$ cat src/rtl/switch_ctrl.sv
// switch_ctrl: synchronised, debounced 32-bit image of the four user DIP-switch groups with a maskable change interrupt.
// Define SWITCH_CHG_MASK_EN to add the sticky per-bit change register (CHG) at addr 3.
module switch_ctrl #(
  parameter int unsigned DEB_CYCLES = 20000,
  parameter int unsigned CNT_W      = 16
) (
  input  logic        clk,
  input  logic        reset,
  input  logic [7:0]  user0_dipsw,
  input  logic [7:0]  user1_dipsw,
  input  logic [7:0]  user2_dipsw,
  input  logic [7:0]  user3_dipsw,
  input  logic [1:0]  addr,
  input  logic        we,
  input  logic [31:0] din,
  output logic [31:0] dout,
  output logic        irq
);

  typedef enum logic {IDLE, COUNT} grpState_e;

  localparam logic [CNT_W-1:0] CntLast = CNT_W'(DEB_CYCLES - 1);

  logic [31:0] sync1_q, sync2_q;
  logic [31:0] stableImg;
  logic [3:0]  commit;
  logic        ie_q, ie_d;
  logic        pend_q, pend_d;
  logic        irq_q;
  logic        wrCtrl, wrStat;

`ifdef SWITCH_CHG_MASK_EN
  logic [31:0] chg_q, chg_d, chgSet;
  logic        wrChg;
`else
  logic        unusedDin;
  assign unusedDin = ^din[31:1];
`endif

  assign wrCtrl = we && (addr == 2'd1);
  assign wrStat = we && (addr == 2'd2);

  always_ff @(posedge clk) begin
    if (reset) begin
      sync1_q <= '0;
      sync2_q <= '0;
    end else begin
      sync1_q <= {user3_dipsw, user2_dipsw, user1_dipsw, user0_dipsw};
      sync2_q <= sync1_q;
    end
  end

  // Each group debounces on its own; a commit needs the same new value seen for DEB_CYCLES+1 edges.
  for (genvar g = 0; g < 4; g++) begin : gGroup
    grpState_e        state_q;
    logic [7:0]       cand_q;
    logic [7:0]       stable_q;
    logic [7:0]       sample;
    logic [CNT_W-1:0] cnt_q;

    assign sample               = sync2_q[8*g +: 8];
    assign stableImg[8*g +: 8]  = stable_q;
    assign commit[g]            = (state_q == COUNT) && (sample != stable_q) &&
                                  (sample == cand_q) && (cnt_q == CntLast);
`ifdef SWITCH_CHG_MASK_EN
    assign chgSet[8*g +: 8]     = commit[g] ? (stable_q ^ cand_q) : 8'h00;
`endif

    always_ff @(posedge clk) begin
      if (reset) begin
        state_q  <= IDLE;
        cand_q   <= '0;
        stable_q <= '0;
        cnt_q    <= '0;
      end else begin
        case (state_q)
          IDLE: begin
            if (sample != stable_q) begin
              cand_q  <= sample;
              cnt_q   <= '0;
              state_q <= COUNT;
            end
          end
          COUNT: begin
            if (sample == stable_q) begin
              state_q <= IDLE;
            end else if (sample != cand_q) begin
              cand_q <= sample;
              cnt_q  <= '0;
            end else if (cnt_q == CntLast) begin
              stable_q <= cand_q;
              state_q  <= IDLE;
            end else begin
              cnt_q <= cnt_q + 1'b1;
            end
          end
        endcase
      end
    end
  end

  // A commit in the same cycle as a PEND clear wins, so a change is never lost.
  always_comb begin
    ie_d   = ie_q;
    pend_d = pend_q;
    if (wrCtrl) ie_d = din[0];
    if (wrStat && din[0]) pend_d = 1'b0;
    if (|commit) pend_d = 1'b1;
  end

  always_ff @(posedge clk) begin
    if (reset) begin
      ie_q   <= 1'b0;
      pend_q <= 1'b0;
      irq_q  <= 1'b0;
    end else begin
      ie_q   <= ie_d;
      pend_q <= pend_d;
      irq_q  <= pend_q & ie_q;
    end
  end

  assign irq = irq_q;

`ifdef SWITCH_CHG_MASK_EN
  assign wrChg = we && (addr == 2'd3);

  always_comb begin
    chg_d = chg_q;
    if (wrChg) chg_d = chg_d & ~din;
    chg_d = chg_d | chgSet;
  end

  always_ff @(posedge clk) begin
    if (reset) begin
      chg_q <= '0;
    end else begin
      chg_q <= chg_d;
    end
  end
`endif

  always_comb begin
    dout = '0;
    case (addr)
      2'd0: dout = stableImg;
      2'd1: dout = {31'd0, ie_q};
      2'd2: dout = {31'd0, pend_q};
      2'd3: begin
`ifdef SWITCH_CHG_MASK_EN
        dout = chg_q;
`else
        dout = '0;
`endif
      end
    endcase
  end

endmodule

$ cat config.mk
export PLATFORM = sky130hd
export DESIGN_NAME = switch_ctrl
export DESIGN_NICKNAME = d
export VERILOG_FILES = /design/src/rtl/switch_ctrl.sv
export SDC_FILE = /design/constraint.sdc
export NUM_CORES = 1
export LEC_CHECK = 0
export ABC_CLOCK_PERIOD_IN_PS = 2870
export CORE_MARGIN = 4
export CORE_UTILIZATION = 40
export CTS_BUF_LIST = sky130_fd_sc_hd__clkbuf_4
export DETAILED_ROUTE_END_ITERATION = 12
export PLACE_DENSITY = 0.58
export SYNTH_ARGS = -nofsm -noshare
export SYNTH_HDL_FRONTEND = slang
export SYNTH_SLANG_ARGS = --single-unit
$ cat constraint.sdc
create_clock -name clk -period 2.87 [get_ports clk]
set_input_delay 0.287 -clock clk [delete_from_list [all_inputs] [get_ports clk]]
set_output_delay 0.287 -clock clk [all_outputs]
set_load 0.1 [all_outputs]
==> key figures, run 1 <==
CTS
  • Clock slew at the register clock pins of the worst setup and hold paths: 160 ps
  • Resized cells post-CTS: 0
  • CTS Hold Bufs: 0
  • Number of setup buffers added after CTS: 0
  • Clock buffer count from CTS: 17
  • CTS tree: yes
  • Latest clock arrival within the worst-skew pair: 570 ps
  • Clock sink total: 199
  • Depth of the CTS H-tree: 4
  • Clock root buffer master: clkbuf_4
  • Number of buffers on the longest clock path: 2

Logic synthesis
  • Synthesized-area fraction occupied by adder cells: 0.587%
  • Async SR Flop Fraction: 0%
  • Unique masters post-synth: 54
  • Synthesized netlist cell count: 934
  • Multiplexer share of the synthesized area: 4.35%
  • Synthesized-area fraction occupied by xor and xnor cells: 10.9%
  • Combinational family with the most area after synthesis: simple AND/OR/NAND/NOR gates
  • Main synth FF type: dfxtp_1
  • Seq cells post-synth: 199
  • Compound-gate portion of the synthesized area: 6.55%
  • Average size of a mapped cell: 9.13 µm²
  • Sequential-to-total area share from yosys stat: 46.7%
  • Number of enable flip-flop cells after synthesis: 0
  • Basic-gate share of the synthesized area counting and, or, nand and nor cells: 28.4%
  • Synthesized Nets: 1,007
  • Total number of yosys warnings: 0
  • Netlist Area Pre-Place: 8520 µm²

Pwr
  • Net switching share of the total power: 25.9%
  • Maximum vdd drop: 0.267 mV
  • Combinational power share: 9.0%
  • Clock network fraction of total power: 32.4%
  • Cell-internal power: 3640 µW
  • Pwr Density: 484 nW/µm²
  • Part of the power in registers: 58.6%
  • Switching component of the power: 1270 µW
  • Reported leakage power: 0.00356 µW

Cells and area
  • Proportion of layout cells with a drive suffix above 1: 11.4%
  • Cell area after layout: 10,200 µm²
  • Final net count: 1,074
  • Fill cells: 1,971
  • Utilization of the core after routing: 48.3%
  • Synth-to-Final Area Change: 19.1%

Timing
  • Headroom to the max-slew limit: 58.1%
  • Max Clk Rate: 419 MHz
  • RSZ-0062 raised after global routing: no
  • Shortest period the worst path allows: 2390 ps
  • Final count of negative-setup-slack endpoints: 0
  • Clock skew after layout: 26.2 ps
  • Period utilisation layout: 83.1%
  • Count of final max-slew check failures: 0
  • Number of endpoints with negative hold slack in the final report: 0
  • Final setup TNS: 0 ps
  • Actual transition at the worst max-transition pin: 624 ps

Run
  • Max cap viols: 0

Detailed routing
  • Remaining DRCs: 0
  • Post-route antenna net violation count: 0
  • Routed via count divided by cell count: 4.91
  • Count of TritonRoute iterations in the first routing pass: 8
  • First DRT Iteration DRCs: 266
  • Routed vias: 6,339
  • WL per Instance: 13.3 µm
  • Routed WL: 17,100 µm

Critical path
  • WP data required: 3330 ps
  • Critical path arrival: 2850 ps
  • Largest fanout on the critical path: 11
  • Setup crit end kind: flip-flop
  • Category of the worst setup path launch point: flip-flop
  • Critical path class: reg2reg

Status
  • Run status: finished, final reports clean

Die
  • Horizontal extent of the die: 154 µm
  • Vertical extent of the die: 154 µm
  • Die area: 23,700 µm²
  • Core footprint: 21,000 µm²
  • Effective utilization at floorplan: 40.5%
  • Site row count: 53
  • # IOs: 102

Placed design
  • Port buffer count: 70
  • Cell Area, Placed: 9830 µm²
  • GPL Wtd Cong: 0.846
  • Post-DP HPWL: 12,200 µm

Global routing
  • First-pass GRT wire length: 28,600 µm
  • Overall fraction of global-route tracks in use: 14.4%
  • Initial antenna violation count: 1
  • Grt ovf: 0
  • Via count of the first global-routing pass: 5,858
  • Largest net degree at the start of global routing: 47

Hold path
  • Worst min path class: in2reg
[state kept, by name, indices dropped and copies added (netlist names)]
register         count
gGroup.cnt_q        64
gGroup.cand_q       32
gGroup.stable_q     32
sync1_q             32
sync2_q             32
gGroup.state_q       4
ie_q                 1
irq                  1
pend_q               1
[critical path, stage by stage (launching register included)]
cell	delay [ps]
dfxtp_1	370
or4_4	530
nor4_4	360
nor4b_4	380
or2_1	400
or3_1	200
a21oi_2	60
[placed cells by master (no fill, tap or decap), types with 3 or more instances in the layout]
cell type          n
bufinv_16          3
nor3_1            21
nor2_1           102
nand3_1           28
nand2_1           68
xnor2_1          103
and4_1             3
dfxtp_1          199
and3_1             5
and2_1            32
nor4b_1           11
o21ai_2            3
nor4_1            16
inv_6              3
clkinv_4           6
xor2_1             3
clkdlybuf4s50_1   36
buf_12            31
or2_2              8
o21ai_0           40
nor3b_1            6
nor2b_1           66
a21oi_1           45
mux2i_1           37
or3_1             17
clkbuf_4          17
nand3b_1           3
a21oi_2            3
o21a_1             3
or4b_2             3
ha_1               4
inv_1              4
nand4_1           25
or4_1              5
buf_4             24
[per-layer routing]
layer,GRT usage (%),part of all wire [%]
met3,3.72,4.3
met1,19.9,51
met4,4.79,1.7
met5,0,0
met2,21.8,43
[path summary, 6_finish.rpt]
check                                                     start                          endpoint  slack (ps)  cells after the start
worst max-delay path            gGroup[3].cnt_q[5]$_SDFFE_PP0P_  gGroup[3].cnt_q[13]$_SDFFE_PP0P_         480                      6
worst min-delay path                                      reset  gGroup[1].cand_q[6]$_SDFFE_PP0P_         170                      2
worst max register to register  gGroup[3].cnt_q[5]$_SDFFE_PP0P_  gGroup[3].cnt_q[13]$_SDFFE_PP0P_         480                      6
worst min register to register           sync1_q[27]$_SDFF_PP0_            sync2_q[27]$_SDFF_PP0_         440                      1
[layout make-up]
type                            instances  area (µm²)  area share [%]
Timing Repair Buffer                   91        1160            11.4
Sequential cell                       199        3980            39.2
Antenna cell                            1        2.50          0.0246
Clock inverter                         15         191            1.89
Clock buffer                           17         128            1.26
Tap cell                              275         344            3.39
Inverter                                4        15.0           0.148
Multi-Input combinational cell        688        4330            42.6
[metrics by stage]
step / cells / hold WS [ps] / total power, µW / setup WS, ps
finish: 1290 / 167 / 4920 / 485
global route: 1290 / 133 / 5150 / 276
CTS: 1289 / 134 / 4990 / 449
detailed placement: 1257 / 422 / 3390 / 472
global placement: 1257 / 417 / 3390 / 472
floorplan: 934 / 414 / 3240 / 69.2
[Yosys cell counts (all sizes together), types with 3 or more instances]
master	count	share of area, %
nor4b	13	1.7
dfxtp	199	47
o21ai	44	2.7
o21a	3	0.26
nor2b	66	4.8
nor3b	6	0.53
nand4	25	1.8
and2	32	2.3
xor2	3	0.31
nand2	68	3.0
clkbuf	36	1.6
or2	10	0.73
ha	4	0.59
a21oi	48	3.0
xnor2	103	11
and4	5	0.56
or4b	4	0.47
nand3	28	1.6
inv	4	0.18
nor4	19	1.7
mux2i	37	4.3
or4	6	0.57
nor2	103	4.5
and3	5	0.37
or3	18	1.3
buf	7	0.73
nor3	22	1.4
nand3b	3	0.26
[power groups by stage]
stage	Sequential [µW]	Combinational, µW	Clock, µW
4_1_cts	2880	451	1660
2_1_floorplan	2930	312	0
3_3_place_gp	2940	448	0
6_report	2880	442	1590
3_5_place_dp	2940	449	0
5_1_grt	2890	493	1770
[cells by family after synthesis]
kind of cell / count (synthesis)
buf+inv: 47
simple gates: 439
compound gates: 102
mux: 37
flops: 199
fa+ha+maj: 4
xor+xnor: 106
Note: power is estimated with default switching activity, not from simulation.
==> run 2: changes to the inputs <==
--- a/config.mk
+++ b/config.mk
@@ -5,12 +5,12 @@
 export SDC_FILE = /design/constraint.sdc
 export NUM_CORES = 1
 export LEC_CHECK = 0
-export ABC_CLOCK_PERIOD_IN_PS = 2870
+export ABC_CLOCK_PERIOD_IN_PS = 2000
 export CORE_MARGIN = 4
 export CORE_UTILIZATION = 40
 export CTS_BUF_LIST = sky130_fd_sc_hd__clkbuf_4
 export DETAILED_ROUTE_END_ITERATION = 12
-export PLACE_DENSITY = 0.58
+export PLACE_DENSITY = 0.61
 export SYNTH_ARGS = -nofsm -noshare
 export SYNTH_HDL_FRONTEND = slang
 export SYNTH_SLANG_ARGS = --single-unit
==> constraint.sdc (replaced) <==
create_clock -name clk -period 2 [get_ports clk]
set_input_delay 0.2 -clock clk [delete_from_list [all_inputs] [get_ports clk]]
set_output_delay 0.2 -clock clk [all_outputs]
set_load 0.1 [all_outputs]
==> run 2 against run 1 <==
The flow now finishes with violations (negative setup slack). Utilization increased by 4.4 points. Final cell count increased by 6.0%. Die area unchanged. Sequential power increased by 43%. Critical path depth increased by 1. Count of clock-buffer cells in the layout unchanged. Largest cell class unchanged.
==> key figures, run 2 (same netlist as run 1, synthesis figures left out) <==
Pwr
  • Clock network fraction of total power: 32.2%
  • Net switching share of the total power: 25.4%
  • Switching component of the power: 1850 µW
  • Cell-internal power: 5450 µW
  • Reported leakage power: 0.00403 µW
  • Part of the power in registers: 56.6%
  • Maximum vdd drop: 0.426 mV
  • Combinational power share: 11.2%
  • Pwr Density: 659 nW/µm²

Timing
  • Final setup TNS: -68.9 ps
  • Final count of negative-setup-slack endpoints: 3
  • Setup WS post-layout: -49.8 ps
  • Max Clk Rate: 488 MHz
  • Headroom to the max-slew limit: 62.5%
  • RSZ-0062 raised after global routing: yes
  • Worst-case hold slack: 153 ps
  • Count of final max-slew check failures: 0
  • Number of endpoints with negative hold slack in the final report: 0
  • Clock skew after layout: 19.3 ps
  • Shortest period the worst path allows: 2050 ps
  • Actual transition at the worst max-transition pin: 561 ps
  • Period utilisation layout: 102%

Critical path
  • Setup crit end kind: flip-flop
  • Category of the worst setup path launch point: flip-flop
  • Startpoint of the lowest-slack register-to-register path: gGroup[2].cnt_q[7]$_SDFFE_PP0P_
  • Capture instance of the worst register-to-register path: gGroup[2].cnt_q[7]$_SDFFE_PP0P_
  • Critical path arrival: 2510 ps
  • R2R Setup Slk: -50 ps
  • WP data required: 2460 ps
  • Largest fanout on the critical path: 4
  • Critical path class: reg2reg
  • Cells on worst reg2reg path: 7

Detailed routing
  • Post-route antenna net violation count: 0
  • Count of TritonRoute iterations in the first routing pass: 4
  • WL per Instance: 14.2 µm
  • Routed via count divided by cell count: 4.99
  • Routed vias: 6,823
  • Remaining DRCs: 0
  • First DRT Iteration DRCs: 322
  • Routed WL: 19,400 µm

Cells and area
  • Largest register by flop count: gGroup.cnt_q
  • Utilization of the core after routing: 52.7%
  • Max reg flops: 64
  • Proportion of layout cells with a drive suffix above 1: 23.5%
  • Leading cell types in the layout, fill and taps excluded: 164 x dfxtp_1, 100 x nor2_1, 95 x xnor2_1
  • Synth-to-Final Area Change: 30.0%
  • Finished Layout Cells: 1,368
  • Fill cells: 1,944
  • Most common cell after layout, fill and taps aside: dfxtp_1
  • Final net count: 1,152

Global routing
  • Largest net degree at the start of global routing: 40
  • Via count of the first global-routing pass: 6,606
  • Overall fraction of global-route tracks in use: 16.1%
  • Initial antenna violation count: 1
  • First-pass GRT wire length: 31,800 µm
  • Grt ovf: 0

Placed design
  • GPL Wtd Cong: 0.846
  • Placed Cells: 1,319
  • Post-placement setup slack: -24.2 ps
  • Post-DP HPWL: 13,600 µm
  • Port buffer count: 70

CTS
  • Clock slew at the register clock pins of the worst setup and hold paths: 160 ps
  • Clock sink total: 199
  • Number of buffers on the longest clock path: 2
  • CTS tree: yes
  • Clock buffer count from CTS: 17
  • Latest clock arrival within the worst-skew pair: 570 ps
  • Depth of the CTS H-tree: 4
  • Clock root buffer master: clkbuf_4

Status
  • Run status: finished, violations left
  • Violations in the final reports: negative setup slack

Hold path
  • Worst min path class: in2reg
  • Cells on Worst Hold Path: 2
  • Hold Crit Start: user2_dipsw[3]
  • Hold worst-path end: sync1_q[19]$_SDFF_PP0_

Die
  • Effective utilization at floorplan: 40.5%
  • Core footprint: 21,000 µm²
  • Vertical extent of the die: 154 µm
  • Horizontal extent of the die: 154 µm
  • Site row count: 53
  • # IOs: 102
  • Die area: 23,700 µm²

Run
  • Max cap viols: 0
[run 2: critical path: stages, from the launching register on]
cell	delay (ps)
dfxtp_2	340
or4_4	540
nor4_4	300
nor4b_4	290
buf_4	180
or3_1	110
xor2_1	140
nor2_1	50
[run 2: worst max-delay path by stage]
stage,start,endpoint,slack [ps]
after global placement,gGroup[1].cnt_q[5]$_SDFFE_PP0P_,gGroup[1].cnt_q[1]$_SDFFE_PP0P_,0.7
after floorplan,gGroup[2].cnt_q[13]$_SDFFE_PP0P_,gGroup[2].cnt_q[7]$_SDFFE_PP0P_,-30
after global routing,gGroup[2].cnt_q[7]$_SDFFE_PP0P_,gGroup[2].cnt_q[9]$_SDFFE_PP0P_,-120
final,gGroup[2].cnt_q[7]$_SDFFE_PP0P_,gGroup[2].cnt_q[7]$_SDFFE_PP0P_,-50
after detailed placement,gGroup[1].cnt_q[8]$_SDFFE_PP0P_,gGroup[1].cnt_q[14]$_SDFFE_PP0P_,-20
after CTS,gGroup[2].cnt_q[7]$_SDFFE_PP0P_,gGroup[2].cnt_q[7]$_SDFFE_PP0P_,5
[run 2: layer usage]
layer | part of all wire (%) | track usage [%] | vias up
met2 | 48 | 26.6 | 102
met1 | 47 | 21.1 | 3229
met3 | 3.9 | 4.31 | 12
met4 | 0.74 | 3.36 | 0
met5 | 0 | 0 | -
li1 | - | - | 3480
[run 2: layout make-up]
cell class | count | area, µm² | share of cell area (%)
Clock inverter | 15 | 199 | 1.80
Timing Repair Buffer | 168 | 1810 | 16.3
Tap cell | 275 | 344 | 3.11
Multi-Input combinational cell | 689 | 4550 | 41.0
Antenna cell | 1 | 2.50 | 0.0226
Clock buffer | 17 | 128 | 1.15
Inverter | 4 | 15.0 | 0.136
Sequential cell | 199 | 4030 | 36.4
[run 2: power by group through the flow]
stage / logic [µW] / clock network, µW / registers [µW]
2_1_floorplan: 448 / 0 / 4200
3_3_place_gp: 730 / 0 / 4210
3_5_place_dp: 735 / 0 / 4210
4_1_cts: 744 / 2420 / 4130
5_1_grt: 897 / 2590 / 4150
6_report: 819 / 2350 / 4130
[run 2: stage by stage]
| step | total power (µW) | instance area (µm²) |
|---|---|---|
| floorplan | 4650 | 8530 |
| finish | 7300 | 11100 |
| global placement | 4940 | 10300 |
| CTS | 7300 | 10700 |
| global route | 7640 | 11100 |
| detailed placement | 4950 | 10300 |
[run 2: repair_timing]
action | CTS | global route
setup endpoints to repair | 16 | 94
gates resized for setup | 8 | 79
buffers inserted | 2 | 10
endpoints found under the hold margin | 0 | 14
gates cloned | 1 | 3
pin swaps | 4 | 18
hold buffers | 0 | 2
